==> src/rtl/mem_stage_pipelined_pkg.sv <==
// Shared definitions for the MEM pipeline stage: control-word layout, writeback
// source codes, access size codes, load funct3 codes and the FSM state encoding.
package mem_stage_pipelined_pkg;

  localparam int CW_W          = 14;
  localparam int CW_F3_LSB     = 0;
  localparam int CW_RD_LSB     = 3;
  localparam int CW_PC_SRC     = 8;
  localparam int CW_WB_SRC_LSB = 9;
  localparam int CW_MEM_WE     = 11;
  localparam int CW_RF_WB      = 12;
  localparam int CW_BRANCH     = 13;

  localparam logic [1:0] WB_ALU = 2'b00;
  localparam logic [1:0] WB_MEM = 2'b01;

  // Access size lives in funct3[1:0]; funct3[2] marks an unsigned load.
  localparam logic [1:0] SZ_BYTE = 2'b00;
  localparam logic [1:0] SZ_HALF = 2'b01;
  localparam logic [1:0] SZ_WORD = 2'b10;

  localparam logic [2:0] F3_LB  = 3'b000;
  localparam logic [2:0] F3_LH  = 3'b001;
  localparam logic [2:0] F3_LW  = 3'b010;
  localparam logic [2:0] F3_LBU = 3'b100;
  localparam logic [2:0] F3_LHU = 3'b101;

  typedef enum logic {
    ST_IDLE = 1'b0,
    ST_WAIT = 1'b1
  } mem_state_t;

  typedef struct packed {
    logic       branch_taken;
    logic       rf_wb;
    logic       mem_we;
    logic [1:0] wb_src;
    logic       pc_src;
    logic [4:0] rd;
    logic [2:0] funct3;
  } ctrl_t;

  function automatic ctrl_t decode_cw(input logic [CW_W-1:0] cw);
    ctrl_t c;
    c.branch_taken = cw[CW_BRANCH];
    c.rf_wb        = cw[CW_RF_WB];
    c.mem_we       = cw[CW_MEM_WE];
    c.wb_src       = cw[CW_WB_SRC_LSB +: 2];
    c.pc_src       = cw[CW_PC_SRC];
    c.rd           = cw[CW_RD_LSB +: 5];
    c.funct3       = cw[CW_F3_LSB +: 3];
    return c;
  endfunction

endpackage

==> src/rtl/mem_stage_pipelined_if.sv <==
// EX->MEM inputs, data-memory port and MEM/WB outputs of the MEM stage.
// misalign_trap exists only when MEM_MISALIGN_TRAP_EN is defined.
interface mem_stage_pipelined_if;
  import mem_stage_pipelined_pkg::*;

  logic            valid_ex;
  logic [CW_W-1:0] control_word_ex;
  logic [31:0]     ALU_result;
  logic [31:0]     calculated_adr;
  logic [31:0]     regfileb_ex;

  logic            stall_o;
  logic            redirect_valid;
  logic [31:0]     redirect_pc;

  // dmem handshake: dmem_req holds with stable addr/data/be until a cycle with
  // dmem_ready=1; that cycle completes the access and dmem_rdata is valid in it.
  logic            dmem_req;
  logic            dmem_we;
  logic [31:0]     dmem_addr;
  logic [31:0]     dmem_wdata;
  logic [3:0]      dmem_be;
  logic            dmem_ready;
  logic [31:0]     dmem_rdata;

  logic            valid_wb;
  logic            rf_wb_wb;
  logic [4:0]      rd_wb;
  logic [31:0]     wb_data;
  mem_state_t      fsm_state;
`ifdef MEM_MISALIGN_TRAP_EN
  logic            misalign_trap;
`endif

  modport master (
    input  valid_ex, control_word_ex, ALU_result, calculated_adr, regfileb_ex,
    input  dmem_ready, dmem_rdata,
`ifdef MEM_MISALIGN_TRAP_EN
    output misalign_trap,
`endif
    output stall_o, redirect_valid, redirect_pc,
    output dmem_req, dmem_we, dmem_addr, dmem_wdata, dmem_be,
    output valid_wb, rf_wb_wb, rd_wb, wb_data, fsm_state
  );

  modport slave (
    output valid_ex, control_word_ex, ALU_result, calculated_adr, regfileb_ex,
    output dmem_ready, dmem_rdata,
`ifdef MEM_MISALIGN_TRAP_EN
    input  misalign_trap,
`endif
    input  stall_o, redirect_valid, redirect_pc,
    input  dmem_req, dmem_we, dmem_addr, dmem_wdata, dmem_be,
    input  valid_wb, rf_wb_wb, rd_wb, wb_data, fsm_state
  );

endinterface

==> src/rtl/mem_stage_pipelined_load_align.sv <==
// Load lane select and sign/zero extension of the returned memory word.
module load_align
  import mem_stage_pipelined_pkg::*;
(
  input  logic [31:0] rdata,
  input  logic [1:0]  addr_lo,
  input  logic [2:0]  funct3,
  output logic [31:0] data
);

  logic [7:0]  byte_lane;
  logic [15:0] half_lane;

  // Halfwords pick their lane from addr[1] only; addr[0] never moves the lane.
  always_comb begin
    byte_lane = rdata[{addr_lo, 3'b000} +: 8];
    half_lane = addr_lo[1] ? rdata[31:16] : rdata[15:0];
    case (funct3)
      F3_LB:   data = {{24{byte_lane[7]}}, byte_lane};
      F3_LH:   data = {{16{half_lane[15]}}, half_lane};
      F3_LBU:  data = {24'b0, byte_lane};
      F3_LHU:  data = {16'b0, half_lane};
      F3_LW:   data = rdata;
      default: data = rdata;
    endcase
  end

endmodule

==> src/rtl/mem_stage_pipelined.sv <==
// MEM pipeline stage: EX/MEM register, data-memory access FSM, store lane
// steering, load alignment and MEM/WB register. Option: MEM_MISALIGN_TRAP_EN.
module mem_stage_pipelined
  import mem_stage_pipelined_pkg::*;
(
  input  logic                  clk,
  input  logic                  rst,
  mem_stage_pipelined_if.master bus
);

  logic            held_valid;
  logic [CW_W-1:0] held_cw;
  logic [31:0]     held_alu;
  logic [31:0]     held_adr;
  logic [31:0]     held_b;
  mem_state_t      state;
  ctrl_t           ctl;
  logic            is_load;
  logic            is_mem;
  logic            trap;
  logic            mem_active;
  logic            stall;
  logic [3:0]      be;
  logic [31:0]     wdata;
  logic [31:0]     load_data;
  logic            valid_wb_q;
  logic            rf_wb_q;
  logic [4:0]      rd_q;
  logic [31:0]     wb_data_q;

  assign ctl     = decode_cw(held_cw);
  assign is_load = (ctl.wb_src == WB_MEM);
  assign is_mem  = is_load || ctl.mem_we;

`ifdef MEM_MISALIGN_TRAP_EN
  logic misalign;
  assign misalign = ((ctl.funct3[1:0] == SZ_HALF) && held_adr[0]) ||
                    (ctl.funct3[1] && (held_adr[1:0] != 2'b00));
  assign trap              = held_valid && is_mem && misalign;
  assign bus.misalign_trap = trap;
`else
  assign trap = 1'b0;
`endif

  assign mem_active = held_valid && is_mem && !trap;
  assign stall      = mem_active && !bus.dmem_ready;

  always_ff @(posedge clk) begin
    if (rst) begin
      held_valid <= 1'b0;
      held_cw    <= '0;
      held_alu   <= '0;
      held_adr   <= '0;
      held_b     <= '0;
    end else if (!stall) begin
      held_valid <= bus.valid_ex;
      held_cw    <= bus.control_word_ex;
      held_alu   <= bus.ALU_result;
      held_adr   <= bus.calculated_adr;
      held_b     <= bus.regfileb_ex;
    end
  end

  always_ff @(posedge clk) begin
    if (rst) begin
      state <= ST_IDLE;
    end else begin
      case (state)
        ST_IDLE: if (stall) state <= ST_WAIT;
        ST_WAIT: if (bus.dmem_ready) state <= ST_IDLE;
        default: state <= ST_IDLE;
      endcase
    end
  end

  always_comb begin
    be    = 4'b1111;
    wdata = held_b;
    case (ctl.funct3[1:0])
      SZ_BYTE: begin
        be    = 4'b0001 << held_adr[1:0];
        wdata = {4{held_b[7:0]}};
      end
      SZ_HALF: begin
        be    = 4'b0011 << {held_adr[1], 1'b0};
        wdata = {2{held_b[15:0]}};
      end
      default: ;
    endcase
  end

  load_align u_load_align (
    .rdata   (bus.dmem_rdata),
    .addr_lo (held_adr[1:0]),
    .funct3  (ctl.funct3),
    .data    (load_data)
  );

  // Stalled cycles push bubbles; the held instruction retires on its ready edge.
  always_ff @(posedge clk) begin
    if (rst) begin
      valid_wb_q <= 1'b0;
      rf_wb_q    <= 1'b0;
      rd_q       <= '0;
      wb_data_q  <= '0;
    end else if (stall) begin
      valid_wb_q <= 1'b0;
      rf_wb_q    <= 1'b0;
    end else begin
      valid_wb_q <= held_valid;
      rf_wb_q    <= held_valid && ctl.rf_wb && (ctl.rd != 5'd0) && !trap;
      rd_q       <= ctl.rd;
      wb_data_q  <= is_load ? load_data : held_alu;
    end
  end

  // Redirect only in the first held cycle so a stalled instruction cannot repeat it.
  assign bus.redirect_valid = held_valid && (ctl.branch_taken || ctl.pc_src) &&
                              (state == ST_IDLE);
  assign bus.redirect_pc    = held_adr;
  assign bus.stall_o        = stall;
  assign bus.dmem_req       = mem_active;
  assign bus.dmem_we        = mem_active && ctl.mem_we;
  assign bus.dmem_addr      = {held_adr[31:2], 2'b00};
  assign bus.dmem_wdata     = wdata;
  assign bus.dmem_be        = be;
  assign bus.valid_wb       = valid_wb_q;
  assign bus.rf_wb_wb       = rf_wb_q;
  assign bus.rd_wb          = rd_q;
  assign bus.wb_data        = wb_data_q;
  assign bus.fsm_state      = state;

endmodule

==> src/flat_wrapper.sv <==
// flat-port wrapper written by rule: the top's interface ports become plain ports
module mem_stage_pipelined_flat import mem_stage_pipelined_pkg::*;
  (clk, rst, bus_valid_ex, bus_control_word_ex, bus_ALU_result, bus_calculated_adr, bus_regfileb_ex, bus_dmem_ready, bus_dmem_rdata, bus_stall_o, bus_redirect_valid, bus_redirect_pc, bus_dmem_req, bus_dmem_we, bus_dmem_addr, bus_dmem_wdata, bus_dmem_be, bus_valid_wb, bus_rf_wb_wb, bus_rd_wb, bus_wb_data, bus_fsm_state);
  mem_stage_pipelined_if bus_i ();
  input  logic clk;
  input  logic rst;
  input wire logic [$bits(bus_i.valid_ex)-1:0] bus_valid_ex;
  input wire logic [$bits(bus_i.control_word_ex)-1:0] bus_control_word_ex;
  input wire logic [$bits(bus_i.ALU_result)-1:0] bus_ALU_result;
  input wire logic [$bits(bus_i.calculated_adr)-1:0] bus_calculated_adr;
  input wire logic [$bits(bus_i.regfileb_ex)-1:0] bus_regfileb_ex;
  input wire logic [$bits(bus_i.dmem_ready)-1:0] bus_dmem_ready;
  input wire logic [$bits(bus_i.dmem_rdata)-1:0] bus_dmem_rdata;
  output wire logic [$bits(bus_i.stall_o)-1:0] bus_stall_o;
  output wire logic [$bits(bus_i.redirect_valid)-1:0] bus_redirect_valid;
  output wire logic [$bits(bus_i.redirect_pc)-1:0] bus_redirect_pc;
  output wire logic [$bits(bus_i.dmem_req)-1:0] bus_dmem_req;
  output wire logic [$bits(bus_i.dmem_we)-1:0] bus_dmem_we;
  output wire logic [$bits(bus_i.dmem_addr)-1:0] bus_dmem_addr;
  output wire logic [$bits(bus_i.dmem_wdata)-1:0] bus_dmem_wdata;
  output wire logic [$bits(bus_i.dmem_be)-1:0] bus_dmem_be;
  output wire logic [$bits(bus_i.valid_wb)-1:0] bus_valid_wb;
  output wire logic [$bits(bus_i.rf_wb_wb)-1:0] bus_rf_wb_wb;
  output wire logic [$bits(bus_i.rd_wb)-1:0] bus_rd_wb;
  output wire logic [$bits(bus_i.wb_data)-1:0] bus_wb_data;
  output wire logic [$bits(bus_i.fsm_state)-1:0] bus_fsm_state;
  assign bus_i.valid_ex = bus_valid_ex;
  assign bus_i.control_word_ex = bus_control_word_ex;
  assign bus_i.ALU_result = bus_ALU_result;
  assign bus_i.calculated_adr = bus_calculated_adr;
  assign bus_i.regfileb_ex = bus_regfileb_ex;
  assign bus_i.dmem_ready = bus_dmem_ready;
  assign bus_i.dmem_rdata = bus_dmem_rdata;
  assign bus_stall_o = bus_i.stall_o;
  assign bus_redirect_valid = bus_i.redirect_valid;
  assign bus_redirect_pc = bus_i.redirect_pc;
  assign bus_dmem_req = bus_i.dmem_req;
  assign bus_dmem_we = bus_i.dmem_we;
  assign bus_dmem_addr = bus_i.dmem_addr;
  assign bus_dmem_wdata = bus_i.dmem_wdata;
  assign bus_dmem_be = bus_i.dmem_be;
  assign bus_valid_wb = bus_i.valid_wb;
  assign bus_rf_wb_wb = bus_i.rf_wb_wb;
  assign bus_rd_wb = bus_i.rd_wb;
  assign bus_wb_data = bus_i.wb_data;
  assign bus_fsm_state = bus_i.fsm_state;
  mem_stage_pipelined u_core (.clk(clk), .rst(rst), .bus(bus_i));
endmodule
==> config.mk <==
export PLATFORM = sky130hd
export DESIGN_NAME = mem_stage_pipelined_flat
export DESIGN_NICKNAME = d
export VERILOG_FILES = /design/src/rtl/mem_stage_pipelined_pkg.sv /design/src/rtl/mem_stage_pipelined_if.sv /design/src/rtl/mem_stage_pipelined_load_align.sv /design/src/rtl/mem_stage_pipelined.sv /design/src/flat_wrapper.sv
export SDC_FILE = /design/constraint.sdc
export NUM_CORES = 1
export LEC_CHECK = 0
export ABC_AREA = 1
export CELL_PAD_IN_SITES_DETAIL_PLACEMENT = 2
export CELL_PAD_IN_SITES_GLOBAL_PLACEMENT = 2
export CORE_ASPECT_RATIO = 1.1
export CORE_MARGIN = 3
export CORE_UTILIZATION = 20
export CTS_BUF_LIST = sky130_fd_sc_hd__clkbuf_4 sky130_fd_sc_hd__clkbuf_8 sky130_fd_sc_hd__clkbuf_16
export CTS_CLUSTER_SIZE = 12
export DETAILED_ROUTE_END_ITERATION = 6
export PLACE_DENSITY = 0.79
export SETUP_SLACK_MARGIN = 0.4
export SYNTH_ARGS = -nofsm -noshare
export SYNTH_HDL_FRONTEND = slang
export SYNTH_SLANG_ARGS = --single-unit
export TNS_END_PERCENT = 5
==> constraint.sdc <==
create_clock -name clk -period 1.5 [get_ports clk]
set_input_delay 0.3 -clock clk [delete_from_list [all_inputs] [get_ports clk]]
set_output_delay 0.3 -clock clk [all_outputs]
set_load 0.005 [all_outputs]
Word-level counts from Yosys, hierarchy flattened --
Index checks and enable logic that the tools add are counted.
Cells by class: eq/ne operators 5, shift-type cells 3, multiplexer cells 8, bitwise gates (word level) 1, reduce and logical (&&, ||, !) cells 14
Operators with widths (count):
- 32-bit one-hot mux with 4 select lines | 1
- 32-bit one-hot mux with 2 select lines | 1
- 32-bit 2-to-1 mux | 1
- 32-bit by 6-bit variable part select with 8-bit output | 1
- 16-bit 2-to-1 mux | 1
- 4-bit one-hot mux with 2 select lines | 1
- 1-bit logical AND | 7
- 3-bit == test (second input constant) | 2
- 5-bit nonzero test | 1
- 2-bit by 1-bit == test with 1-bit output (second input constant) | 2
- 1-bit by 2-bit left shift with 4-bit output (first input constant) | 1
- 2-bit by 2-bit left shift with 4-bit output (first input constant) | 1
- 3-bit by 1-bit == test with 1-bit output (second input constant) | 1
- 3-bit logical NOT | 1
- 2-bit logical NOT | 1
- 1-bit logical OR | 2
- 1-bit 2-to-1 mux | 2
- 1-bit one-hot mux with 2 select lines | 1
- 2-bit OR reduction | 1
- 1-bit logical NOT | 1
- 1-bit NOT | 1
Word-level totals: register bits after elaboration 151, input port bits 146, word-level logic and storage cells 41

Depth between registers and ports, before layout --
Gate-level depths: netlist (run 1).
word-level depth 6, gate-level depth with buffers 11, depth with buffers taken out 8

By module --
A second synthesis (run 1) with hierarchy kept.
Unflattened totals: cells, all modules 1379, area, all modules 8687.1 um^2
By module, submodules not included:
- mem_stage_pipelined | instances 1, cells an instance 1185, area an instance 7632.3 um^2, sequential area each 3022.9 um^2
- load_align | instances 1, cells an instance 194, area an instance 1054.8 um^2, sequential area each 0.0 um^2

Worst setup path before layout (run 1) --
Ideal clock, no wire load.
path type register -> output, start register u_core.held_cw[1], in the netlist u_core.ctl[1], end output port bus_dmem_wdata[16], arrival 1.187 ns, data required time 1.200 ns, path slack 0.013 ns, cell stages (with the launch flop) 8, cell sequence dfxtp_1 > buf_2 > inv_1 > buf_2 > buf_2 > buf_2 > nand2_1 > nand2_1
On the way: cells in the longest elaborated chain, start to end 2
RTL lines:
- from (decl) | RTL line mem_stage_pipelined.sv:12 | logic [CW_W-1:0] held_cw;
- from (signal assigned) | RTL line mem_stage_pipelined.sv:57 | held_cw <= bus.control_word_ex;
- 2-bit by 1-bit == test with 1-bit output / 2-bit logical NOT (equally long branches) | RTL line mem_stage_pipelined.sv:79 | case (ctl.funct3[1:0])
- 32-bit one-hot mux with 2 select lines * | RTL line mem_stage_pipelined.sv:79
- to (decl) | RTL line flat_wrapper.sv:20 | output wire logic [$bits(bus_i.dmem_wdata)-1:0] bus_dmem_wdata;
Mark *: on every way between the ends. The rest lies on a longest branch, timed or not.

Worst setup path in the final report (run 1) --
start register u_core.held_cw[1], in the netlist u_core.ctl[1], end output port bus_dmem_wdata[26]
The elaborated chain is that of the path after synthesis.

==> results.md, run 1 <==
- Post-synthesis register bit count: 151
- First-pass GRT wire length: 50000 um
- Pwr Density: 981 nW/um2
- Die area: 36800 um2
- Fin worst setup slack: -316 ps
- Setup TNS: -9990 ps
- CTS max path bufs: 2
- H-tree depth: 4
- Cts hold-fix bufs: 0
- Internal power: 7.92 mW
- Clk network pwr share: 38.0%
- Setup Viol. Count Final: 93
- Net Sw Power: 3.34 mW
- Clock tree from TritonCTS: built
- Critical Path RT: 1200 ps
- Seq pwr share: 40.2%
- Global-route usage over all layers: 17.3%
- Final min period: 1820 ps
- Core Box Area: 33600 um2
- WP data arrival: 1520 ps
- Post-Synthesis Cells: 1001
- Fmax: 551 MHz
- Post-DR vias/cell: 4.48
- Via count: 7828
- Synth-to-layout area growth: 66.4%
- Initial DRT Pass Iterations: 5
- Crit path kind: flip-flop to output pin
- Hold Vio Cnt, Final: 0
- Sequential cell area fraction in the yosys report: 43.8%
- Mean area per synthesized cell: 6.89 um2
- Worst hold path class: input port to flip-flop
- Pwr Total: 11.3 mW
- ANT nets after route: 0
- Yosys warns: 0
- HPWL after detailed placement: 23700 um
- Net Sw Frac: 29.7%
- CP Launch Type: flip-flop
- Chip width: 183 um
- GPL Wtd Cong: 0.799
- Antenna violations before repair: 4
- DRT Wirelength: 32400 um
- Final std cells w/o fill: 1747
- I/O pin cnt: 290
- Failing checks: negative setup slack
- Drc violations: 0
- Layout filler cell count: 3815
- Comb power frac: 21.8%
- RSZ-0062 raised after global routing: yes
- Clk_lat worst skew: 440 ps
- VDD IR-drop max: 0.741 mV
- Leak: 5.20 nW
- Number of global-route vias before repair: 8586
- Worst Skew: 14.0 ps
- Clock-pin slew on the worst setup and hold paths: 80 ps
- Status: finished, violations left
- Initial core utilization: 20.5%
- Max cap viols: 0
- Final Cycle Share: 121%
- Crit Path Max Fanout: 6
- Min Hold Slack: 443 ps
- CTS buffer count: 17
- Nets: 1445
- Root Driver: clkbuf_16
- CP Capture Type: output pin
- Count of final max-slew check failures: 0
- Synth cell types: 26
- Cell Rows: 70
- Clock sink total: 151
- Fin util: 34.1%
- IO buf count: 287
- Placed Cells: 1689
- Cell Area, Synth: 6900 um2
- DRT iter0 DRCs: 233
- WL per Instance: 18.5 um
- Largest net degree at the start of global routing: 96
- Chip height: 201 um
- Gr ovfl total: 0
- Share of layout cells above drive strength 1: 31.5%
-- worst max-delay path, cell delays in order (launching register included) --
cell and delay, ps:
dfxtp_4 390, inv_6 50, nand2_4 70, clkinv_4 60, buf_8 140, buf_6 130, nand2_4 60, nand3_2 60
buf_2 120
-- layout make-up --
class / count / area, um2 / area share [%]
timing repair buffer: 387 / 3610 / 31.4
multi-input combinational: 688 / 3410 / 29.7
sequential: 151 / 3120 / 27.2
tap: 432 / 541 / 4.71
clock buffer: 17 / 425 / 3.71
inverter: 54 / 224 / 1.95
clock inverter: 15 / 144 / 1.25
antenna: 3 / 7.51 / 0.0654
-- per-stage QoR --
step                      setup WS (ps)  instance area [um2]
after global routing               -394                11500
after detailed placement           -362                10400
after global placement             -361                10400
final                              -316                11500
after CTS                          -368                11200
after floorplan                    43.2                 6940
-- what timing repair did --
action,CTS,global route
gates resized for setup,637,190
endpoints found under the setup margin,293,293
gates cloned,1,0
setup buffers,19,3
pin swaps,11,19
-- metal layers --
metal / GRT usage, % / part of all wire [%]
met4: 3.78 / 0.84
met3: 4.42 / 5.8
met2: 30.3 / 51
met5: 0 / 0.080
met1: 21.2 / 43
-- cells in the final DEF, fill, tap and decap left out, types with 5 or more instances in the layout --
master / instances
nor2_1: 188
clkdlybuf4s50_1: 145
nand2_1: 141
dfxtp_1: 95
o21ai_0: 89
a21oi_1: 87
o21ai_1: 65
buf_4: 63
buf_2: 55
buf_6: 55
dfxtp_2: 44
inv_1: 43
nand2_2: 27
clkbuf_2: 24
nand3_2: 19
nand2_4: 18
clkbuf_16: 17
nand3_1: 16
buf_12: 16
dfxtp_4: 12
o21ai_2: 10
dlygate4sd2_1: 9
o21bai_1: 7
clkdlybuf4s15_2: 7
inv_6: 6
a21oi_2: 6
clkdlybuf4s15_1: 6
inv_2: 5
clkinv_4: 5
buf_8: 5
-- power by group through the flow --
| stage | sequential [mW] | clock [mW] | combinational [mW] |
|---|---|---|---|
| 6_report | 4.53 | 4.28 | 2.45 |
| 3_3_place_gp | 4.56 | 0 | 2.27 |
| 3_5_place_dp | 4.57 | 0 | 2.34 |
| 5_1_grt | 4.57 | 4.60 | 2.70 |
| 4_1_cts | 4.52 | 4.45 | 2.38 |
| 2_1_floorplan | 4.53 | 0 | 0.951 |
-- Yosys cell counts --
library cell	number	area, um2
a211oi_1	1	7.51
a21oi_1	93	465
and2_1	1	6.26
buf_2	19	95.1
buf_4	46	345
buf_6	4	45.0
clkbuf_1	39	146
clkbuf_2	1	5.00
clkinv_1	1	3.75
conb_1	1	3.75
dfxtp_1	151	3020
inv_1	50	188
inv_2	3	11.3
nand2_1	181	679
nand2_2	4	25.0
nand2_4	1	11.3
nand3_1	35	175
nor2_1	191	717
nor2_2	1	6.26
nor2_4	1	11.3
nor2_8	1	20.0
nor4_1	1	6.26
o211ai_1	2	15.0
o21a_1	1	7.51
o21ai_0	165	826
o21bai_1	7	52.6
-- cells by family (layout without fill, tap and decap cells) --
family                 count (synthesis)  in the layout  share of synthesized area [%]
flip-flops                           151            151                           43.8
AO/OA/AOI/OAI                        269            269                           19.9
buffers and inverters                163            473                           12.2
other                                  1              5                         0.0544
AND/OR/NAND/NOR                      417            417                           24.0
-- registers in the layout (all words and copies together), names as in the netlist --
| name | count |
|---|---|
| u_core.bus.rd_wb | 5 |
| u_core.ctl | 14 |
| u_core.held_valid | 1 |
| u_core.held_b | 32 |
| u_core.bus.wb_data | 32 |
| u_core.bus.redirect_pc | 32 |
| u_core.bus.rf_wb_wb | 1 |
| u_core.held_alu | 32 |
| u_core.bus.valid_wb | 1 |
| u_core.bus.fsm_state | 1 |
-- path summary, 6_finish.rpt --
kind                             from                     end  slack (ps)  cells after the start
hold reg to reg   u_core.held_alu[17]     u_core.held_alu[17]         460                      2
setup reg to reg        u_core.ctl[9]  u_core.bus.wb_data[27]        -140                      9
hold / removal     bus_regfileb_ex[0]        u_core.held_b[0]         440                      3
setup / recovery        u_core.ctl[1]      bus_dmem_wdata[26]        -320                      8
Power figures use the tool's default switching activity.
==> inputs of run 2 (changes only) <==
--- a/config.mk
+++ b/config.mk
@@ -8,7 +8,7 @@
 export ABC_AREA = 1
 export CELL_PAD_IN_SITES_DETAIL_PLACEMENT = 2
 export CELL_PAD_IN_SITES_GLOBAL_PLACEMENT = 2
-export CORE_ASPECT_RATIO = 1.1
+export CORE_ASPECT_RATIO = 0.7
 export CORE_MARGIN = 3
 export CORE_UTILIZATION = 20
 export CTS_BUF_LIST = sky130_fd_sc_hd__clkbuf_4 sky130_fd_sc_hd__clkbuf_8 sky130_fd_sc_hd__clkbuf_16
==> results.md, run 2 (same netlist as run 1, synthesis figures left out) <==
- Status: finished, violations left (unchanged)
- Failing checks: negative setup slack (unchanged)
- Hold Vio Cnt, Final: 0 (unchanged)
- Drc violations: 0 (unchanged)
- Worst hold path class: input port to flip-flop (unchanged)
- Clock tree from TritonCTS: built (unchanged)
- Initial core utilization: 20.4% (was 20.5%)
- WP data arrival: 1570 ps (was 1520 ps)
- CP max-delay cell: dfxtp_2 (was dfxtp_4)
- Via count: 7845 (was 7828)
- Largest net degree at the start of global routing: 53 (was 96)
- Crit Path Max Fanout: 4 (was 6)
- Synth-to-layout area growth: 66.6% (was 66.4%)
- First-pass GRT wire length: 51500 um (was 50000 um)
- DRT Wirelength: 33800 um (was 32400 um)
- Crit path buf inv count: 4 (was 5)
- Antenna violations before repair: 9 (was 4)
- Crit path largest cell delay: 360 ps (was 390 ps)
- Global-route usage over all layers: 18.0% (was 17.3%)
- Layout filler cell count: 3895 (was 3815)
- Critical Path RT: 1200 ps (about the same)
- Most frequent cells in the layout: nor2_1, nand2_1, clkdlybuf4s50_1 (was nor2_1, clkdlybuf4s50_1, nand2_1)
- H-tree depth: 4 (unchanged)
- Min Hold Slack: 423 ps (was 443 ps)
- Setup Viol. Count Final: 55 (was 93)
- Chip height: 161 um (was 201 um)
- Clk network pwr share: 39.2% (was 38.0%)
- CP Launch Type: flip-flop (unchanged)
- Most common cell after layout, fill and taps aside: nor2_1 (unchanged)
- Root Driver: clkbuf_16 (unchanged)
- Pwr Total: 11.5 mW (was 11.3 mW)
- WL per Instance: 19.2 um (was 18.5 um)
- VDD IR-drop max: 0.429 mV (was 0.741 mV)
- Nets: 1432 (was 1445)
- Leak: 5.13 nW (was 5.20 nW)
- Clk_lat worst skew: 450 ps (was 440 ps)
- Core Box Area: 33800 um2 (was 33600 um2)
- Post-DR vias/cell: 4.45 (was 4.48)
- Comb power frac: 21.3% (was 21.8%)
- Clock sink total: 151 (unchanged)
- CTS max path bufs: 2 (unchanged)
- DRT iter0 DRCs: 295 (was 233)
- Pwr Density: 1000 nW/um2 (was 981 nW/um2)
- Pre-CTS setup slack: -333 ps (was -362 ps)
- RSZ-0062 raised after global routing: yes (unchanged)
- Chip width: 228 um (was 183 um)
- IO buf count: 287 (unchanged)
- Fin worst setup slack: -371 ps (was -316 ps)
- Number of global-route vias before repair: 8460 (was 8586)
- Initial DRT Pass Iterations: 4 (was 5)
- Clock-pin slew on the worst setup and hold paths: 70 ps (was 80 ps)
- Fmax: 535 MHz (was 551 MHz)
- Internal power: 8.23 mW (was 7.92 mW)
- Cell Rows: 56 (was 70)
- I/O pin cnt: 290 (unchanged)
- CP Capture Type: output pin (unchanged)
- ANT nets after route: 0 (unchanged)
- Worst Skew: 13.1 ps (was 14.0 ps)
- Seq pwr share: 39.5% (was 40.2%)
- Worst reg-to-reg setup slack: -110 ps (was -140 ps)
- Net Sw Frac: 28.4% (was 29.7%)
- Gr ovfl total: 0 (unchanged)
- Crit path kind: flip-flop to output pin (unchanged)
- Final instance area: 11500 um2 (about the same)
- CP top delay family: buffers and inverters (unchanged)
- Max cap viols: 0 (unchanged)
- Share of layout cells above drive strength 1: 29.8% (was 31.5%)
- Final Cycle Share: 125% (was 121%)
- Crit-path cells: inv_4 -> buf_6 -> nor2_8 -> inv_2 -> o211ai_1 -> buf_2 (was inv_6 -> nand2_4 -> clkinv_4 -> buf_8 -> buf_6 -> nand2_4 -> nand3_2 -> buf_2)
- HPWL after detailed placement: 24900 um (was 23700 um)
- Placement Cell Area: 10400 um2 (about the same)
- Final min period: 1870 ps (was 1820 ps)
- Count of final max-slew check failures: 0 (unchanged)
- GPL Wtd Cong: 0.803 (was 0.799)
- CTS buffer count: 17 (unchanged)
- Die area: 36800 um2 (about the same)
- Net Sw Power: 3.27 mW (was 3.34 mW)
-- run 2: cell types whose count changed in the layout (fill, tap and decap cells not counted), sizes merged --
cell | before | now
dlygate4sd2 | 9 | 14
clkbuf | 41 | 31
bufinv | 1 | 3
inv | 57 | 55
buf | 196 | 190
diode | 3 | 2
clkinv | 8 | 6
clkinvlp | 3 | 2
clkdlybuf4s15 | 13 | 12
-- run 2: per-layer routing --
layer / global-route usage, % / vias up / wire (um)
met5: 0 / - / 93
met4: 3.93 / 16 / 394
met3: 5.77 / 36 / 1880
met2: 30.1 / 165 / 16500
met1: 23.0 / 3871 / 15000
li1: - / 3757 / -
-- run 2: what timing repair did --
item	4_1_cts	5_1_grt
gates resized for setup	606	213
hold buffers	0	0
endpoints found under the setup margin	292	293
hold endpoints to repair	0	0
pin swaps	12	37
setup buffers	15	4
-- run 2: power by group through the flow --
stage	Clock, mW	Sequential, mW	Combinational, mW
global route	4.83	4.58	2.70
finish	4.51	4.54	2.45
floorplan	0	4.53	0.951
detailed placement	0	4.58	2.35
global placement	0	4.57	2.28
CTS	4.64	4.52	2.35
-- run 2: area by class of cell --
cell class                 instances  area, um2  area share (%)
timing repair buffer             374       3600            31.3
multi-input combinational        688       3360            29.3
sequential                       151       3130            27.2
tap                              464        581            5.05
clock buffer                      18        439            3.82
inverter                          54        225            1.96
clock inverter                    12        151            1.32
antenna                            2       5.00          0.0435
-- run 2: worst paths after layout --
check                                            from  cells after the start                         to
worst min-delay path            bus_calculated_adr[9]                      3  u_core.bus.redirect_pc[9]
worst max register to register          u_core.ctl[0]                     10     u_core.bus.wb_data[29]
worst max-delay path                    u_core.ctl[0]                      6         bus_dmem_wdata[29]
worst min register to register         u_core.ctl[12]                      2        u_core.bus.rf_wb_wb
-- run 2: stage by stage --
step | std cells | setup TNS (ps) | utilization [%]
3_3_place_gp | 1712 | -27670 | 30.9
4_1_cts | 1757 | -9640 | 33.1
5_1_grt | 1762 | -14640 | 34.0
6_report | 1763 | -8140 | 34.0
3_5_place_dp | 1712 | -36680 | 30.9
2_1_floorplan | 1002 | 0 | -
-- run 2: worst reg2reg max path, delay by kind of cell, from the launching register on --
kind / cells / cell delay, ps
buf+inv: 4 / 430
simple gates: 5 / 620
flops: 1 / 360
compound gates: 1 / 130
